<file path="src/rtl/fwd_scoreboard.sv">
// Forwarding/hazard scoreboard for an in-order pipeline.
// Tracks the destination register of the last DEPTH instructions that left
// ID, picks a forwarding source per ID operand, and requests a stall when the
// youngest producer of an operand has not yet reached its forwardable stage.
module fwd_scoreboard #(
  parameter int DEPTH = 3,
  parameter int REG_W = 5,
  parameter int CNT_W = 16,
  localparam int FW = $clog2(DEPTH + 1)
) (
  input  logic             clk,
  input  logic             reset,
  input  logic             id_valid,
  input  logic [REG_W-1:0] id_rs1,
  input  logic [REG_W-1:0] id_rs2,
  input  logic             id_use_rs1,
  input  logic             id_use_rs2,
  input  logic [REG_W-1:0] id_rd,
  input  logic             id_reg_write,
  input  logic [2:0]       id_ready_stage,
  input  logic             flush,
  input  logic             hold,
  output logic             stall,
  output logic [FW-1:0]    forward_rs1,
  output logic [FW-1:0]    forward_rs2,
  output logic [FW-1:0]    inflight,
  output logic [CNT_W-1:0] stall_cycles
);

  // Entry k holds the instruction that left ID k advances ago.
  logic [DEPTH:1]   ent_valid;
  logic [REG_W-1:0] ent_rd  [1:DEPTH];
  logic [2:0]       ent_rdy [1:DEPTH];
  logic [CNT_W-1:0] stall_cnt;

  logic [2:0]       rdy_clamped;
  logic             accept;

  // Per-operand views so both sources share one resolution datapath.
  logic [REG_W-1:0] src_rs  [2];
  logic [1:0]       src_use;
  logic [1:0]       src_req;
  logic [FW-1:0]    src_fwd [2];

  assign src_rs[0]  = id_rs1;
  assign src_rs[1]  = id_rs2;
  assign src_use[0] = id_use_rs1;
  assign src_use[1] = id_use_rs2;

  // Ready stage 0 means "as early as possible"; anything beyond the last
  // tracked entry is forwardable only from the last one.
  always_comb begin
    rdy_clamped = id_ready_stage;
    if (id_ready_stage == 3'd0) begin
      rdy_clamped = 3'd1;
    end else if (id_ready_stage > 3'(DEPTH)) begin
      rdy_clamped = 3'(DEPTH);
    end
  end

  genvar gi;
  generate
    for (gi = 0; gi < 2; gi++) begin : g_src
      logic          hit;
      logic          hit_ready;
      logic [FW-1:0] hit_k;

      // Walk oldest to youngest so the youngest matching producer wins; its
      // readiness alone decides forward vs stall, older copies are ignored.
      always_comb begin
        hit       = 1'b0;
        hit_ready = 1'b0;
        hit_k     = '0;
        for (int k = DEPTH; k >= 1; k--) begin
          if (ent_valid[k] && (ent_rd[k] == src_rs[gi]) && src_use[gi] &&
              (src_rs[gi] != '0) && id_valid) begin
            hit       = 1'b1;
            hit_k     = FW'(k);
            hit_ready = (3'(k) >= ent_rdy[k]);
          end
        end
      end

      assign src_req[gi] = hit && !hit_ready;
      assign src_fwd[gi] = (hit && hit_ready) ? hit_k : '0;
    end
  endgenerate

  assign stall       = id_valid && !flush && (|src_req);
  assign forward_rs1 = stall ? '0 : src_fwd[0];
  assign forward_rs2 = stall ? '0 : src_fwd[1];

  // Only real, non-squashed, non-stalled writers to a non-zero register
  // become producers; everything else enters as a bubble.
  assign accept = id_valid && id_reg_write && (id_rd != '0) && !stall && !flush;

  // Advance the entry shift register and stall counter unless frozen.
  always_ff @(posedge clk or negedge reset) begin
    if (!reset) begin
      ent_valid <= '0;
      for (int k = 1; k <= DEPTH; k++) begin
        ent_rd[k]  <= '0;
        ent_rdy[k] <= '0;
      end
      stall_cnt <= '0;
    end else if (!hold) begin
      for (int k = DEPTH; k >= 2; k--) begin
        ent_valid[k] <= ent_valid[k-1];
        ent_rd[k]    <= ent_rd[k-1];
        ent_rdy[k]   <= ent_rdy[k-1];
      end
      ent_valid[1] <= accept;
      ent_rd[1]    <= id_rd;
      ent_rdy[1]   <= rdy_clamped;
      if (stall && (stall_cnt != '1)) begin
        stall_cnt <= stall_cnt + 1'b1;
      end
    end
  end

  // Population count of the registered valid bits.
  always_comb begin
    inflight = '0;
    for (int k = 1; k <= DEPTH; k++) begin
      inflight = inflight + FW'(ent_valid[k]);
    end
  end

  assign stall_cycles = stall_cnt;

endmodule

</file>
<file path="config.mk">
export PLATFORM = sky130hd
export DESIGN_NAME = fwd_scoreboard
export DESIGN_NICKNAME = d
export VERILOG_FILES = /design/src/rtl/fwd_scoreboard.sv
export SDC_FILE = /design/constraint.sdc
export NUM_CORES = 1
export LEC_CHECK = 0
export CORE_ASPECT_RATIO = 0.75
export CORE_MARGIN = 2
export CORE_UTILIZATION = 45
export CTS_CLUSTER_SIZE = 30
export DETAILED_ROUTE_END_ITERATION = 8
export DONT_BUFFER_PORTS = 1
export PLACE_DENSITY = 0.56
export SLEW_MARGIN = 20
export SYNTH_ARGS = -nofsm -noshare
export SYNTH_HDL_FRONTEND = slang
export SYNTH_SLANG_ARGS = --single-unit
</file>
<file path="constraint.sdc">
create_clock -name clk -period 3.66 [get_ports clk]
set_input_delay 0.732 -clock clk [delete_from_list [all_inputs] [get_ports clk]]
set_output_delay 0.732 -clock clk [all_outputs]
set_load 0.005 [all_outputs]
</file>
[Word level (Yosys, flattened, before mapping)]
Cells that the tools add are included.
Widths: inputs -> output; s select.
Operators by class
  $add $sub $neg: 3
  $lt $le $gt $ge: 4
  eq/ne operators: 7
  muxes and demuxes: 24
  bitwise operators: 1
  reduce and logical (&&, ||, !) cells: 45
Operators by type and width (count)
  $logic_and 1x1->1: 35
  $eq 5x5->1: 6
  $mux 2: 10
  $add 16x1->16 const B: 1
  $ne 16x16->1 const B: 1
  $reduce_bool 5->1: 3
  $mux 1: 12
  $ge 2x3->1 const A: 2
  $mux 3: 2
  $logic_not 1->1: 4
  $ge 1x3->1 const A: 1
  $gt 3x2->1 const B: 1
  $logic_not 3->1: 1
  $add 1x1->2: 1
  $add 2x1->2: 1
  $reduce_and 2->1: 1
  $reduce_or 2->1: 1
  $not 1->1: 1
Word-level totals
  bits in registers: 43
  input bits: 26
  output and inout bits: 23
  word-level logic and storage cells: 92

[Logic depth before layout (Yosys ltp)]
Gate-level depths: netlist (run 1).
  word-level depth: 15
  gate-level depth with buffers: 9
  gate-level depth less buffers: 8

[Worst setup path before layout (run 1)]
Ideal clock, no wire load.
  kind: input -> output
  start: input port id_rs2[1]
  end: output port forward_rs1[1]
  arrival time: 2457 ps
  data required time: 2928 ps
  slack: 471 ps
  stages on the path: 7
  path buffers: 0
  path through: or4_1 o211ai_2 nor4_1 a211oi_2 o22ai_1 nor2b_1 nor3_1
Between the ends
  longest elaborated chain between the ends: 13
  elaborated cells on any way between the ends: 27
  classes of those cells: 3 x eq/ne; 7 x mux; 17 x reduce/logical
RTL lines
  start: declaration: RTL line 15  | input logic [REG_W-1:0] id_rs2,
  $eq 5x5->1: RTL line 75  | if (ent_valid[k] && (ent_rd[k] == src_rs[gi]) && src_use[gi] &&
  $logic_and 1x1->1 (3 in series): RTL line 75
  $logic_and 1x1->1: RTL line 76  | (src_rs[gi] != '0) && id_valid) begin
  $mux 1 (3 in series): RTL line 75
  $logic_not 1->1: RTL line 84  | assign src_req[gi] = hit && !hit_ready;
  $logic_and 1x1->1 (*): RTL line 84
  $reduce_or 2->1 (*): RTL line 89  | assign stall = id_valid && !flush && (|src_req);
  $logic_and 1x1->1 (*): RTL line 89
  named net stall: RTL line 23  | output logic stall,
  $mux 2 (*): RTL line 90  | assign forward_rs1 = stall ? '0 : src_fwd[0];
  end: declaration: RTL line 24  | output logic [FW-1:0] forward_rs1,
The timed path passes the listed nets; every way through them passes the cells marked *.

[Worst setup path after layout (run 1)]
  start: input port id_rs2[1]
  end: output port forward_rs2[1]
Between the ends
  longest elaborated chain between the ends: 13
  elaborated cells on any way between the ends: 32
  classes of those cells: 3 x eq/ne; 11 x mux; 18 x reduce/logical
RTL lines
  $eq 5x5->1: RTL line 75
  $logic_and 1x1->1 (3 in series): RTL line 75
  $logic_and 1x1->1: RTL line 76
  $mux 1 (3 in series): RTL line 75
  $logic_not 1->1: RTL line 84
  $logic_and 1x1->1 (*): RTL line 84
  $reduce_or 2->1 (*): RTL line 89
  $logic_and 1x1->1 (*): RTL line 89
  named net stall: RTL line 23
  $mux 2 (*): RTL line 91  | assign forward_rs2 = stall ? '0 : src_fwd[1];
  end: declaration: RTL line 25  | output logic [FW-1:0] forward_rs2,
Marks and branches as above.

==> results of run 1 <==
## synth_stat cells (2+ instances only)
master    instances
o211ai_2          2
a21oi_1           5
and2_1            3
nand3_1          10
nand2_1          19
xnor2_1          43
buf_1             2
clkbuf_1          2
nor3_1           12
o21ai_0           2
mux2_2           21
inv_1             4
nor4_1            3
or4_1             4
nand4_1           9
a211oi_2          2
and3_1            2
nor2_1           11
nand2b_1          3
dfrtp_1          41
xor2_1            2
## worst min path at each step
stage                     startpoint               to  slack (ns)
after global routing           reset  stall_cycles[1]        0.10
final                          reset  stall_cycles[1]        0.12
after global placement         reset  stall_cycles[0]        0.44
after detailed placement       reset  stall_cycles[0]        0.44
after CTS                      reset  stall_cycles[0]        0.11
after floorplan                reset        ent_rd[0]        0.44
## critical path: stages
cell	delay, ns
or4_1	0.53
o211ai_2	0.28
nor4_1	0.12
a211oi_2	0.36
o22ai_1	0.16
nor2b_1	0.22
nor3_1	0.31
## sequential cells by signal (all words and copies together), names as in the netlist
register / cells
ent_rd: 15
ent_rdy: 7
ent_valid: 3
stall_cycles: 16
## per-stage QoR
| step | worst slack, ns | std cells |
|---|---|---|
| after floorplan | 0.4710 | 219 |
| after detailed placement | 0.2476 | 274 |
| after global placement | 0.2906 | 274 |
| final | 0.2142 | 282 |
| after CTS | 0.2466 | 282 |
| after global routing | 0.1022 | 282 |
## final cells by class
cell class	count	area (sq um)	share of cell area, %
Clock buffer	5	68.82	2.760
Tap cell	60	75.07	3.011
Multi-Input combinational cell	169	1265	50.73
Sequential cell	41	1026	41.14
Inverter	4	15.01	0.6021
Clock inverter	3	43.79	1.756
## power groups by stage
stage / Sequential [uW] / Clock (uW) / Combinational [uW]
final: 528 / 369 / 128
after global placement: 535 / 0 / 124
after floorplan: 523 / 0 / 114
after global routing: 533 / 399 / 142
after CTS: 529 / 380 / 129
after detailed placement: 538 / 0 / 128
## routing by layer
layer,track usage (%),part of all wire [%],vias to the layer above
li1,-,-,778
met1,27.54,47,811
met2,29.29,43,52
met3,7.990,9.0,9
met4,5.577,1.1,0
met5,0,0,-
## kinds of logic after synthesis
kind of cell             after synthesis  synth area share [%]
AO/OA/AOI/OAI                         17                 6.760
XOR/XNOR                              45                 16.90
adder cells (fa/ha/maj)                2                 1.395
buffers and inverters                  9                 1.770
flip-flops                            41                 43.99
multiplexers                          21                 10.14
AND/OR/NAND/NOR                       84                 19.05
==> results.sh, run 1 <==
export IMPL_start_util_pct=47.07
export IMPL_avgSynthCellArea_sq_um=10.65
export IMPL_yosysWarnings=0
export IMPL_p_total_uw=1025
export IMPL_crit_start="id_rs2[1]"
export IMPL_diodes=0
export IMPL_routed_wl_microns=5337
export IMPL_syn_area_sq_um=2332
export IMPL_ff2ff_setup_slack_ns=1.16
export IMPL_drc=0
export IMPL_die_x_microns=87.13
export IMPL_timing_final_crit_share_pct=94.15
export IMPL_yosys_area_top_type="dfrtp_1"
export IMPL_core_area_sq_um=4955
export IMPL_synthTopCellsByArea="dfrtp_1 (44%), xnor2_1 (16%), mux2_2 (10%)"
export IMPL_vias=1650
export IMPL_cp_data_arrival_time_ns=2.71
export IMPL_cts_sinks=41
export IMPL_worst_pin_slew_ns=0.6763
export IMPL_cts_tree="yes"
export IMPL_p_per_area_nw_per_um2=411.1
export IMPL_dieArea_sq_um=5781
export IMPL_clk_path_buf_depth=2
export IMPL_cts_hold_buf=0
export IMPL_p_leak_uw=0.0009618
export IMPL_ys_seq_area_share_pct=43.99
export IMPL_ant_nets=0
export IMPL_io_buffers=0
export IMPL_cts_made_buffers=5
export IMPL_post_dp_cell_area_sq_um=2381
export IMPL_h_tree_depth=2
export IMPL_synth_seq_cells=41
export IMPL_dp_hpwl_microns=4190
export IMPL_drt_first_iter_violations=92
export IMPL_p_int_uw=767.1
export IMPL_syn_to_final_growth_pct=6.921
export IMPL_die_h_microns=66.35
export IMPL_final_cell_mix="xnor2_1 (43), dfrtp_1 (41), mux2_2 (21)"
export IMPL_nNetsFinal=249
export IMPL_grt_use_total_pct=20.06
export IMPL_critPathRequiredTime_ns=2.93
export IMPL_firstDrtPassIters=4
export IMPL_relSlewSlack_pct=54.91
export IMPL_clk_latency_ns=0.30
export IMPL_fin_area_sq_um=2494
export IMPL_setup_viol=0
export IMPL_synthArstFlopShare_pct=100.0
export IMPL_fin_util_pct=50.33
export IMPL_postCtsSetupBuffers=0
export IMPL_netSwitchingFraction_pct=25.18
export IMPL_grt_setup_unrepaired="false"
export IMPL_synth_edf_count=0
export IMPL_antenna_found_initial=0
export IMPL_p_comb_share_pct=12.5
export IMPL_skew_ns=0.007108
export IMPL_avgRoutedWirePerCell_microns=18.93
export IMPL_hold_class="input pin to asynchronous set/reset pin"
export IMPL_power_switching_uw=258.1
export IMPL_rows=22
export IMPL_grt_max_degree=42
export IMPL_crit_type="input pin to output pin"
export IMPL_fmaxAchievable_mhz=290.2
export IMPL_io_pins=49
export IMPL_period_needed_ns=3.446
export IMPL_peakVddDrop_mv=0.2011
export IMPL_tns_ns=0
export IMPL_clk_pin_slew_ns=0.08
export IMPL_ys_types=38
export IMPL_grt_pass1_vias=1680
export IMPL_cts_resized=0
export IMPL_synth_main_ff_cell="dfrtp_1"
export IMPL_p_seq_share_pct=51.5
export IMPL_slew_viol_final=0
export IMPL_r2r_start="stall_cycles[0]"
export IMPL_cp_max_fo=6
export IMPL_finalHoldViolCount=0
export IMPL_place_gp_congestion=0.9215
export IMPL_via_per_inst=5.851
export IMPL_reg2reg_depth=8
export IMPL_drive_gt1_share_pct=18.02
export IMPL_grt_pass1_wl_microns=8625
export IMPL_r2r_end="stall_cycles[8]"
export IMPL_synthCells=219
export IMPL_mostFrequentLayoutCell="xnor2_1"
export IMPL_n_fill_cell=441
export IMPL_pwr_share_clk_pct=36.0
export IMPL_syn_nets=247
export IMPL_cts_root_buf="clkbuf_8"
export IMPL_cp_start_kind="input pin"
export IMPL_grt_overflow_total=0
export IMPL_status="finished, final reports clean"
export IMPL_crit_end="forward_rs2[1]"
export IMPL_holdWs_ns=0.1189
export IMPL_maxCapViolations=0
export IMPL_crit_path_end_kind="output pin"
export IMPL_synth_top_cell_area_share_pct=43.99
(Power assumes the default switching activity.)
==> inputs of run 2 (changes only) <==
CAP_MARGIN = 25   (was not set)
SETUP_SLACK_MARGIN = 0.05   (was not set)
==> results of run 2 <==
Final layout, timing and power as in run 1 (identical DEF).
==> inputs of run 3 (changes only) <==
CORE_ASPECT_RATIO = 1.5   (was 0.75)
CORE_MARGIN = 3   (was 2)
PLACE_DENSITY = not set   (was 0.56)
PLACE_DENSITY_LB_ADDON = 0.05   (was not set)
==> run 3 against run 2 <==
  * Sequential power is essentially flat
  * Register-to-register slack barely moved
  * Worst hold slack better by 0.012 ns
  * Via count grew 0.97%
  * Critical path depth stayed put
  * Sequential cell count is the same
  * Maximum frequency grew 1.2%
  * Wire length decreased by 3.2%
  * Count of clock-buffer cells in the layout rose by 1
  * Non-clock buffer count unchanged
  * Cell count rose by 2.1%
  * Power increased by 0.53%
  * Critical path type unchanged
  * Critical endpoint unchanged
  * Largest cell class unchanged
  * Largest power group unchanged
==> results.sh, run 3 (same netlist as run 1, synthesis figures left out) <==
export IMPL_relSlewSlack_pct=56.64
export IMPL_status="finished, final reports clean"
export IMPL_crit_path_top_delay_cell="or4_1"
export IMPL_post_dp_cell_area_sq_um=2389
export IMPL_pre_cts_slack_ns=0.2375
export IMPL_clk_pin_slew_ns=0.08
export IMPL_cts_resized=0
export IMPL_peakVddDrop_mv=0.2713
export IMPL_hold_class="input pin to asynchronous set/reset pin"
export IMPL_dieArea_sq_um=6100
export IMPL_antenna_found_initial=0
export IMPL_clk_path_buf_depth=2
export IMPL_crit_type="input pin to output pin"
export IMPL_die_x_microns=64.78
export IMPL_cts_root_buf="clkbuf_8"
export IMPL_grt_pass1_wl_microns=8404
export IMPL_cts_sinks=41
export IMPL_drive_gt1_share_pct=18.02
export IMPL_nNetsFinal=249
export IMPL_cts_made_buffers=5
export IMPL_cp_cell_sequence="or4_1 > o211ai_2 > nor4_1 > a211oi_2 > o22ai_1 > nor2b_1 > nor3_1"
export IMPL_ant_nets=0
export IMPL_p_leak_uw=0.0009607
export IMPL_cp_start_kind="input pin"
export IMPL_period_needed_ns=3.407
export IMPL_rows=31
export IMPL_dpl_cell_count=280
export IMPL_grt_pass1_vias=1800
export IMPL_dp_hpwl_microns=4074
export IMPL_max_stage_delay_ns=0.56
export IMPL_slew_viol_final=0
export IMPL_postCtsSetupBuffers=0
export IMPL_io_pins=49
export IMPL_largest_reg_flops=16
export IMPL_die_h_microns=94.17
export IMPL_mostFrequentLayoutCell="xnor2_1"
export IMPL_fin_area_sq_um=2509
export IMPL_timing_final_crit_share_pct=93.08
export IMPL_clk_latency_ns=0.29
export IMPL_diodes=0
export IMPL_worst_pin_slew_ns=0.6504
export IMPL_setup_slack_ns=0.2534
export IMPL_firstDrtPassIters=4
export IMPL_drc=0
export IMPL_via_per_inst=5.785
export IMPL_core_area_sq_um=4926
export IMPL_skew_ns=0.006397
export IMPL_grt_setup_unrepaired="false"
export IMPL_cp_max_fo=6
export IMPL_place_gp_congestion=0.9273
export IMPL_io_buffers=0
export IMPL_cts_hold_buf=0
export IMPL_fin_cells=288
export IMPL_syn_to_final_growth_pct=7.565
export IMPL_h_tree_depth=2
export IMPL_cp_data_arrival_time_ns=2.67
export IMPL_final_cell_mix="xnor2_1 (43), dfrtp_1 (41), mux2_2 (21)"
export IMPL_setup_viol=0
export IMPL_grt_max_degree=42
export IMPL_grt_overflow_total=0
export IMPL_fmaxAchievable_mhz=293.6
export IMPL_routed_wl_microns=5165
export IMPL_start_util_pct=47.35
export IMPL_tns_ns=0
export IMPL_grt_use_total_pct=18.09
export IMPL_finalHoldViolCount=0
export IMPL_p_per_area_nw_per_um2=410.8
export IMPL_crit_path_end_kind="output pin"
export IMPL_critPathRequiredTime_ns=2.93
export IMPL_drt_first_iter_violations=42
export IMPL_cts_tree="yes"
export IMPL_avgRoutedWirePerCell_microns=17.93
export IMPL_maxCapViolations=0
export IMPL_vias=1666
==> run 3: cell count changes in the layout (fill, tap and decap cells not counted) <==
cell and delta:
clkbuf_8 +1, clkinv_2 -1, clkinvlp_4 +1, inv_6 -1
==> run 3: per-layer routing <==
metal / global-route usage [%] / share of wire, % / routed length [microns]
met5: 0 / 0 / 0
met4: 10.58 / 4.4 / 225
met3: 5.629 / 6.3 / 327
met2: 31.85 / 52 / 2707
met1: 18.43 / 37 / 1904
==> run 3: area by class of cell <==
cell class | instances | area, sq um
inverters | 4 | 15.01
multi-input cells | 169 | 1265
fillers | 471 | 2417
clock inverters | 2 | 37.54
flip-flops and latches | 41 | 1026
clock buffers | 6 | 82.58
well taps | 66 | 82.58
==> run 3: where the power goes <==
group / internal, uW / switching, uW
Sequential: 485 / 40.6
Combinational: 78.3 / 53.3
Clock: 222 / 152
==> run 3: worst max-delay path, delay by kind of cell <==
family / cells / cell delay (ns)
AOI/OAI and AO/OA: 3 / 0.79
and+or+nand+nor: 4 / 1.15
==> run 3: final timing paths <==
| kind | from | endpoint | slack (ns) | cells past startpoint |
|---|---|---|---|---|
| worst max-delay path | id_rs2[1] | forward_rs2[1] | 0.25 | 7 |
| worst min-delay path | reset | stall_cycles[14] | 0.13 | 0 |
| worst max register to register | stall_cycles[0] | stall_cycles[8] | 1.16 | 8 |
| worst min register to register | ent_rdy[3] | ent_rdy[3] | 0.49 | 2 |
| max in group asynchronous | reset | stall_cycles[2] | 3.44 | 0 |
| min in group clk | ent_rdy[3] | ent_rdy[3] | 0.49 | 2 |
==> run 3: through the flow <==
stage	hold WS (ns)	util, %	power, uW
after floorplan	0.4364	-	636.9
after global placement	0.4377	48.49	660.0
after detailed placement	0.4379	48.49	665.1
after CTS	0.1148	50.93	1045
after global routing	0.1085	50.93	1081
final	0.1310	50.93	1031
